**config.mk**
```make
export PLATFORM = sky130hd
export DESIGN_NAME = scaler_core
export DESIGN_NICKNAME = d
export VERILOG_FILES = /design/src/rtl/scaler_core.sv
export SDC_FILE = /design/constraint.sdc
export NUM_CORES = 1
export LEC_CHECK = 0
export BUFFER_PORTS_ARGS = -buffer_cell sky130_fd_sc_hd__buf_2
export CAP_MARGIN = 0
export CORE_MARGIN = 5
export CORE_UTILIZATION = 32
export DETAILED_ROUTE_END_ITERATION = 8
export GPL_TIMING_DRIVEN = 0
export PLACE_DENSITY_LB_ADDON = 0.08
export SETUP_SLACK_MARGIN = 0.05
export SYNTH_ARGS = -nofsm -noshare
export SYNTH_HDL_FRONTEND = slang
export SYNTH_SLANG_ARGS = --single-unit
export TNS_END_PERCENT = 10
```
**constraint.sdc**
```tcl
create_clock -name clk -period 7.6 [get_ports clk]
set_input_delay 0.76 -clock clk [delete_from_list [all_inputs] [get_ports clk]]
set_output_delay 0.76 -clock clk [all_outputs]
set_load 0.05 [all_outputs]
```
**src/rtl/scaler_core.sv**
```systemverilog
// Start/done power-of-two image scaler: reads a source image one pixel at a time
// from a synchronous ROM and writes the scaled result, centred, into the frame buffer.
module scaler_core #(
    parameter int unsigned SRC_W     = 160,
    parameter int unsigned SRC_H     = 120,
    parameter int unsigned DST_W     = 640,
    parameter int unsigned DST_H     = 480,
    parameter int unsigned PIX_W     = 8,
    parameter int unsigned MAX_SHIFT = 2,
    parameter int unsigned SRC_AW    = 15,
    parameter int unsigned DST_AW    = 19
) (
    input  logic              clk,
    input  logic              reset,
    input  logic              start,
    input  logic              abort,
    input  logic [1:0]        mode,
    input  logic [1:0]        shift,
    output logic [SRC_AW-1:0] src_addr,
    input  logic [PIX_W-1:0]  src_data,
    output logic [DST_AW-1:0] dst_addr,
    output logic [PIX_W-1:0]  dst_data,
    output logic              dst_we,
    output logic              busy,
    output logic              done,
    output logic              err
);

    localparam int unsigned CW = $clog2(((SRC_W > DST_W) ? SRC_W : DST_W) + 1);
    localparam int unsigned BW = MAX_SHIFT + 1;
    localparam int unsigned AW = PIX_W + 2 * MAX_SHIFT;

    typedef enum logic [2:0] {S_IDLE, S_READ, S_ACCUM, S_WRITE, S_DONE} state_t;
    typedef enum logic [1:0] {M_REP = 2'd0, M_DEC = 2'd1, M_AVG = 2'd2, M_PASS = 2'd3} mode_t;

    state_t          state;
    mode_t           mode_r;
    logic [1:0]      shift_r;
    logic [CW-1:0]   out_w, out_h, off_x, off_y, ox, oy;
    logic [BW-1:0]   bx, by;
    logic [AW-1:0]   acc;

    logic [1:0]      req_shift;
    int unsigned     req_w, req_h;
    logic            req_ok;

    // Request decode: effective shift, output size and legality of a new job
    always_comb begin
        req_shift = (mode == 2'b11) ? 2'd0 : shift;
        case (mode)
            2'b00: begin
                req_w = SRC_W << req_shift;
                req_h = SRC_H << req_shift;
            end
            2'b11: begin
                req_w = SRC_W;
                req_h = SRC_H;
            end
            default: begin
                req_w = SRC_W >> req_shift;
                req_h = SRC_H >> req_shift;
            end
        endcase
        req_ok = (32'(req_shift) <= MAX_SHIFT) && (req_w <= DST_W) && (req_h <= DST_H);
    end

    logic [BW-1:0]   blk_max, nbx, nby;
    logic            blk_last, pix_last, row_end;
    logic [CW-1:0]   nox, noy;
    logic [AW-1:0]   acc_sum;
    logic [2:0]      div_sh;

    // Block and pixel stepping; the block is a single sample outside average mode
    always_comb begin
        blk_max  = BW'((32'd1 << shift_r) - 32'd1);
        blk_last = (mode_r != M_AVG) || ((bx == blk_max) && (by == blk_max));
        nbx      = (bx == blk_max) ? '0 : bx + BW'(1);
        nby      = (bx == blk_max) ? by + BW'(1) : by;
        row_end  = (ox == out_w - CW'(1));
        pix_last = row_end && (oy == out_h - CW'(1));
        nox      = row_end ? '0 : ox + CW'(1);
        noy      = row_end ? oy + CW'(1) : oy;
        acc_sum  = acc + AW'(src_data);
        div_sh   = (mode_r == M_AVG) ? {shift_r, 1'b0} : 3'd0;
    end

    function automatic logic [SRC_AW-1:0] src_index(input logic [CW-1:0] x, input logic [CW-1:0] y,
                                                    input logic [BW-1:0] dx, input logic [BW-1:0] dy);
        int unsigned sx, sy;
        case (mode_r)
            M_REP: begin
                sx = 32'(x) >> shift_r;
                sy = 32'(y) >> shift_r;
            end
            M_PASS: begin
                sx = 32'(x);
                sy = 32'(y);
            end
            default: begin
                sx = (32'(x) << shift_r) + 32'(dx);
                sy = (32'(y) << shift_r) + 32'(dy);
            end
        endcase
        return SRC_AW'(sy * SRC_W + sx);
    endfunction

    function automatic logic [DST_AW-1:0] dst_index(input logic [CW-1:0] x, input logic [CW-1:0] y);
        return DST_AW'((32'(off_y) + 32'(y)) * DST_W + 32'(off_x) + 32'(x));
    endfunction

    // Control FSM with registered outputs; abort overrides every transition
    always_ff @(posedge clk or posedge reset) begin
        if (reset) begin
            state    <= S_IDLE;
            mode_r   <= M_REP;
            shift_r  <= 2'd0;
            out_w    <= '0;
            out_h    <= '0;
            off_x    <= '0;
            off_y    <= '0;
            ox       <= '0;
            oy       <= '0;
            bx       <= '0;
            by       <= '0;
            acc      <= '0;
            src_addr <= '0;
            dst_addr <= '0;
            dst_data <= '0;
            dst_we   <= 1'b0;
            busy     <= 1'b0;
            done     <= 1'b0;
            err      <= 1'b0;
        end else begin
            dst_we <= 1'b0;
            done   <= 1'b0;
            err    <= 1'b0;
            if (abort) begin
                state <= S_IDLE;
                busy  <= 1'b0;
            end else begin
                case (state)
                    S_IDLE: begin
                        if (start) begin
                            if (req_ok) begin
                                state    <= S_READ;
                                busy     <= 1'b1;
                                mode_r   <= mode_t'(mode);
                                shift_r  <= req_shift;
                                out_w    <= CW'(req_w);
                                out_h    <= CW'(req_h);
                                off_x    <= CW'((DST_W - req_w) >> 1);
                                off_y    <= CW'((DST_H - req_h) >> 1);
                                ox       <= '0;
                                oy       <= '0;
                                bx       <= '0;
                                by       <= '0;
                                acc      <= '0;
                                src_addr <= '0;
                            end else begin
                                err <= 1'b1;
                            end
                        end
                    end
                    S_READ: state <= S_ACCUM;
                    S_ACCUM: begin
                        acc <= acc_sum;
                        if (!blk_last) begin
                            bx       <= nbx;
                            by       <= nby;
                            src_addr <= src_index(ox, oy, nbx, nby);
                            state    <= S_READ;
                        end else begin
                            dst_addr <= dst_index(ox, oy);
                            dst_data <= PIX_W'(acc_sum >> div_sh);
                            dst_we   <= 1'b1;
                            state    <= S_WRITE;
                        end
                    end
                    S_WRITE: begin
                        acc <= '0;
                        bx  <= '0;
                        by  <= '0;
                        if (pix_last) begin
                            done  <= 1'b1;
                            state <= S_DONE;
                        end else begin
                            ox       <= nox;
                            oy       <= noy;
                            src_addr <= src_index(nox, noy, '0, '0);
                            state    <= S_READ;
                        end
                    end
                    S_DONE: begin
                        busy  <= 1'b0;
                        state <= S_IDLE;
                    end
                    default: state <= S_IDLE;
                endcase
            end
        end
    end

endmodule

```
==> results of run 1 <==
per-stage QoR:
stage / utilization / instances / cell area (sq um)
after floorplan: - / 1555 / 12300
after global placement: 0.350 / 2126 / 13200
after detailed placement: 0.351 / 2127 / 13300
after CTS: 0.368 / 2158 / 13900
after global routing: 0.368 / 2158 / 13900
final: 0.368 / 2158 / 13900
where the power goes:
| group | switching (mW) | internal, mW | leakage [nW] |
|---|---|---|---|
| Combinational | 1.82 | 0.941 | 4.31 |
| Sequential | 0.0961 | 0.809 | 1.65 |
| Clock | 0.346 | 0.556 | 0.311 |
| Total | 2.26 | 2.31 | 6.27 |
state kept, by name (all words and copies together), names as in the netlist, 2 cells and up:
name      cells
dst_addr     19
src_addr     15
acc          12
off_y        10
ox           10
oy           10
out_h         9
dst_data      8
off_x         8
out_w         8
bx            3
by            3
state         3
mode_r        2
shift_r       2
placed cells by master (no fill, tap or decap), types with 18 or more instances in the layout:
cell type / n
nand2_1: 208
a21oi_1: 140
o21ai_0: 137
dfrtp_1: 126
nor2_1: 119
ha_1: 113
xnor2_1: 80
inv_1: 76
clkbuf_1: 72
buf_2: 71
xor2_1: 35
nand3_1: 28
o31ai_1: 26
nor3_1: 22
a21o_1: 22
nor2b_1: 21
and2_1: 18
mux2i_1: 18
o21bai_1: 18
repair_timing:
action,in CTS,in global routing
gates resized for setup,9,7
setup endpoints to repair,6,1
buffers inserted,0,0
final cells by class:
| type | count | area, sq um | area share |
|---|---|---|---|
| buffer | 96 | 395 | 0.0284 |
| clock inverter | 14 | 204 | 0.0146 |
| inverter | 77 | 294 | 0.0211 |
| sequential | 126 | 3150 | 0.226 |
| timing repair buffer | 61 | 328 | 0.0235 |
| clock buffer | 18 | 429 | 0.0308 |
| tap | 511 | 639 | 0.0459 |
| multi-input combinational | 1255 | 8500 | 0.610 |
worst max-delay path by stage:
stage | depth (start not counted) | endpoint | slack [ns] | start
after floorplan | 27 | src_addr[14] | 1.03 | shift_r[0]
after global placement | 27 | src_addr[14] | -1.65 | shift_r[0]
after detailed placement | 27 | src_addr[14] | -1.67 | shift_r[0]
after CTS | 29 | src_addr[14] | 0.07 | shift_r[0]
after global routing | 28 | src_addr[14] | 0.08 | shift_r[0]
final | 28 | src_addr[14] | 0.44 | shift_r[0]
Yosys cell counts (all sizes together) (5+ instances only):
library cell	n
a211oi	13
a21boi	8
a21o	22
a21oi	142
a221oi	11
a22o	9
a22oi	12
a31oi	16
and2	18
and3	17
buf	23
clkbuf	74
dfrtp	126
fa	13
ha	113
inv	77
mux2	5
mux2i	18
mux4	8
nand2	208
nand2b	17
nand3	30
nand4	8
nor2	119
nor2b	21
nor3	23
nor4	9
o211ai	5
o21a	10
o21ai	138
o21bai	19
o221ai	8
o22ai	11
o311ai	5
o31ai	26
or3	5
xnor2	81
xor2	35
worst register-to-register path, delay by kind of cell, from the launching register on:
family | cells | cell delay [ns]
buffers and inverters | 6 | 2.14
AO/OA/AOI/OAI | 10 | 1.82
adder cells (fa/ha/maj) | 4 | 1.40
AND/OR/NAND/NOR | 4 | 0.77
XOR/XNOR | 2 | 0.34
flip-flops | 1 | 0.32
multiplexers | 2 | 0.29
logic make-up (layout without fill, tap and decap cells):
family,Yosys count,in the layout,synth area share
compound gates,489,489,0.249
buf+inv,174,266,0.0546
flops,126,126,0.256
simple gates,492,492,0.184
fa+ha+maj,126,126,0.136
xor+xnor,117,117,0.0859
mux,31,31,0.0339
layer usage:
layer	share of wire	global-route usage	wire length [microns]
met4	0.015	0.0542	704
met1	0.49	0.315	22400
met5	0	0	0
met2	0.44	0.337	20200
met3	0.049	0.0311	2210
==> qor.csv, run 1 <==
stage,metric,value,unit
sta,worst_slew_margin_rel,0.153,
placed_design,dp.final_hpwl,36200,microns
clocking,cts_tree,built,
grt,grt-ovfl-total,0,
critical_path,cp_data_arrival_time,7.53,ns
cells_and_area,fillers,4027,
sta,fmax,140,MHz
clocking,htreeDepth,4,
detailed_routing,wirelength,45500,microns
cells_and_area,antenna_cells,0,
logic_synthesis,ys_seq_elements,126,
floorplanning,start_util,0.325,
hold_path,hp-class,input port to asynchronous set/reset pin,
logic_synthesis,avgSynthCellArea,7.91,sq um
power,power_density,328,nW/um^2
logic_synthesis,netlist_top_cells_area,"dfrtp_1 26%, ha_1 11%, nand2_1 6.3%, a21oi_1 5.8%, xnor2_1 5.7%",
sta,hold_viol,0,
clocking,clk_latency,0.44,ns
job,cap_violations,0,
critical_path,reg2reg_depth,28,
logic_synthesis,synth-edff-count,0,
detailed_routing,ant_nets,0,
cells_and_area,area_growth,13.3,%
clocking,clock-root-buffer,clkbuf_16,
grt,antenna_found_initial,0,
detailed_routing,wl_per_cell,21.1,microns
clocking,numCtsBuffers,17,
critical_path,r2r-end,src_addr[14],
grt,grt_pass1_vias,11624,
logic_synthesis,ys_async_sr_fraction,1.00,
detailed_routing,drt_iter0_markers,979,
floorplanning,die_x,206,microns
critical_path,path_delay_family,buffers and inverters,
placed_design,post-place-ws,-1.67,ns
logic_synthesis,synth_cell_types,78,
logic_synthesis,synth-seq-area-share,0.256,
critical_path,criticalPathCategory,flop to flop,
detailed_routing,vias,11713,
sta,whs,0.385,ns
logic_synthesis,yosysTopAreaCell,dfrtp_1,
floorplanning,core_area,37800,sq um
power,p_leak,6.27,nW
critical_path,timing.critical_path.slowest_cell_delay,0.46,ns
placed_design,numPortBuffers,60,
critical_path,cp_common_cell,a21oi_1,
critical_path,end_kind,flop,
floorplanning,ios,62,
logic_synthesis,synth-main-ff-cell,dfrtp_1,
outcome,status,"finished, final reports clean",
critical_path,required,7.97,ns
critical_path,slowest_stage,fa_1,
detailed_routing,avgViaCountPerCell,5.43,
sta,min_period,7.16,ns
clocking,cts_sinks,126,
sta,final_max_slew_viol_count,0,
clocking,cts_max_path_buffers,2,
sta,fin_ws,0.437,ns
sta,finalClockSkew,0.0154,ns
cells_and_area,fin_nets,1776,
sta,tns,0,ns
critical_path,crit_path_max_fanout,19,
floorplanning,die_h,206,microns
grt,track_usage,0.216,
floorplanning,dieArea,42500,sq um
critical_path,path_buf_inv,6,
critical_path,start_kind,flop,
detailed_routing,first_pass_iters,7,
sta,worst_slew_pin_slew,1.25,ns
critical_path,r2r_start,shift_r[0],
logic_synthesis,synth_fp_nets,1697,
clocking,cts_hold_repair.buffers,0,
grt,grt_max_degree,66,
floorplanning,rows,71,
sta,setup_violations,0,
critical_path,r2r_setup_slack,0.44,ns
grt,grt_pass1_wl,70100,microns
logic_synthesis,netlist_instances,1555,
detailed_routing,drc,0,
power,power,4.57,mW
clocking,cts.clk_slew.worst_paths,0.07,ns
sta,grt_setup_unrepaired,no,
cells_and_area,drive_gt1_frac,0.0874,
logic_synthesis,synth_top_area_frac,0.256,
placed_design,gp_congestion,0.945,
logic_synthesis,syn_area,12300,sq um
sta,layout_worst_path_cycle_share,0.943,
logic_synthesis,yosysWarnings,0,
power,vdd_drop_max,0.000154,V
No activity file was read; power rests on OpenSTA's default activity.
==> run 2: changes to the inputs <==
--- a/config.mk
+++ b/config.mk
@@ -5,7 +5,7 @@
 export SDC_FILE = /design/constraint.sdc
 export NUM_CORES = 1
 export LEC_CHECK = 0
-export BUFFER_PORTS_ARGS = -buffer_cell sky130_fd_sc_hd__buf_2
+export BUFFER_PORTS_ARGS = -buffer_cell sky130_fd_sc_hd__buf_4
 export CAP_MARGIN = 0
 export CORE_MARGIN = 5
 export CORE_UTILIZATION = 32
==> qor.csv, run 2 (synthesis gave the netlist of run 1 again) <==
stage,metric,value,unit
grt,grt_pass1_vias,11609,
job,cap_violations,0,
cells_and_area,final_cell_mix,"208 x nand2_1, 140 x a21oi_1, 137 x o21ai_0",
detailed_routing,ant_nets,0,
critical_path,end_kind,flop,
placed_design,dp.final_hpwl,36700,microns
sta,min_period,7.07,ns
critical_path,slowest_stage,or3b_2,
hold_path,hp-class,input port to asynchronous set/reset pin,
grt,grt_pass1_wl,70900,microns
cells_and_area,final_common_cell,nand2_1,
critical_path,required,7.97,ns
power,p_leak,6.29,nW
floorplanning,die_x,206,microns
sta,setup_violations,0,
cells_and_area,final_core_util,0.373,
critical_path,startpoint,shift_r[0],
sta,hold_viol,0,
clocking,cts.clk_slew.worst_paths,0.07,ns
sta,finalClockSkew,0.0160,ns
critical_path,crit_path_max_fanout,19,
cells_and_area,drive_gt1_frac,0.0880,
detailed_routing,drc,0,
cells_and_area,top_regs,"dst_addr (19), src_addr (15), acc (12)",
clocking,cts_max_path_buffers,2,
floorplanning,rows,71,
critical_path,timing.critical_path.slowest_cell_delay,0.47,ns
detailed_routing,wl_per_cell,21.3,microns
floorplanning,start_util,0.325,
detailed_routing,drt_iter0_markers,805,
sta,whs,0.377,ns
sta,worst_slew_pin_slew,1.11,ns
placed_design,gp_congestion,0.956,
detailed_routing,avgViaCountPerCell,5.43,
cells_and_area,fin_nets,1777,
sta,fmax,142,MHz
clocking,clock-root-buffer,clkbuf_16,
cells_and_area,antenna_cells,0,
floorplanning,die_h,206,microns
critical_path,cp_data_arrival_time,7.44,ns
sta,worst_slew_margin_rel,0.262,
sta,final_max_slew_viol_count,0,
grt,track_usage,0.220,
placed_design,numPortBuffers,60,
critical_path,criticalPathCategory,flop to flop,
sta,layout_worst_path_cycle_share,0.930,
clocking,post_cts_buffers,0,
grt,grt-ovfl-total,0,
critical_path,start_kind,flop,
clocking,cts_tree,built,
sta,grt_setup_unrepaired,no,
floorplanning,core_area,37800,sq um
cells_and_area,largest_reg_flops,19,
cells_and_area,top_register,dst_addr,
outcome,status,"finished, final reports clean",
clocking,clk_latency,0.44,ns
grt,grt_max_degree,69,
critical_path,r2r_start,shift_r[0],
clocking,htreeDepth,4,
cells_and_area,area_growth,14.6,%
detailed_routing,wirelength,46000,microns
clocking,cts_sinks,126,
detailed_routing,vias,11731,
floorplanning,dieArea,42500,sq um
power,power_density,330,nW/um^2
clocking,numCtsBuffers,17,
grt,antenna_found_initial,1,
floorplanning,ios,62,
power,vdd_drop_max,0.000120,V
cells_and_area,fillers,4067,
sta,tns,0,ns
detailed_routing,first_pass_iters,8,
==> run 2: cell count changes in the layout (fill, tap and decap cells not counted), sizes merged <==
cell      delta
clkinv       -2
clkinvlp     +4
clkbuf       +4
inv          -4
buf          -1
==> run 2: final cells by class <==
cell class,count,area [sq um],share of cell area
multi-input combinational,1255,8500,0.603
sequential,126,3150,0.224
tap,511,639,0.0453
timing repair buffer,62,483,0.0342
clock buffer,20,447,0.0317
buffer,96,402,0.0285
inverter,77,294,0.0208
clock inverter,12,185,0.0131
==> run 2: final timing paths <==
check,slack (ns),end,cells after the start
max in group asynchronous,6.41,src_addr[5],3
setup / recovery,0.53,src_addr[14],28
setup reg to reg,0.53,src_addr[14],28
min in group clk,0.47,dst_addr[2],2
hold reg to reg,0.47,dst_addr[2],2
hold / removal,0.38,dst_addr[14],2
==> run 2: through the flow <==
| step | instance area [sq um] | worst slack [ns] | instances | power, mW |
|---|---|---|---|---|
| final | 14100 | 0.534 | 2159 | 4.65 |
| after floorplan | 12300 | 1.03 | 1555 | 2.88 |
| after detailed placement | 13400 | -1.77 | 2128 | 3.72 |
| after global placement | 13400 | -1.81 | 2126 | 3.71 |
| after global routing | 14100 | 0.0820 | 2159 | 5.00 |
| after CTS | 14100 | 0.0671 | 2159 | 4.65 |
==> run 2: per-layer routing <==
layer | track usage | vias up | routed length, microns
met3 | 0.0432 | 62 | 2780
li1 | - | 5698 | -
met5 | 0 | - | 13
met4 | 0.0611 | 2 | 1020
met2 | 0.335 | 307 | 20000
met1 | 0.316 | 5662 | 22200
==> run 2: critical path: cells and delay by family (launching register included) <==
| family | cells | cell delay (ns) |
|---|---|---|
| buf+inv | 6 | 1.98 |
| compound gates | 10 | 1.88 |
| fa+ha+maj | 4 | 1.38 |
| simple gates | 4 | 0.77 |
| xor+xnor | 2 | 0.36 |
| flops | 1 | 0.32 |
| mux | 2 | 0.27 |
==> run 2: timing repair <==
item	4_1_cts	5_1_grt
hold buffers	0	0
gates resized for setup	10	10
endpoints found under the setup margin	7	1
==> run 2: power by group <==
part	total (mW)	switching, mW	leakage (nW)	internal, mW
registers	0.910	0.101	1.65	0.809
logic	2.84	1.84	4.35	0.996
clock network	0.902	0.342	0.293	0.560
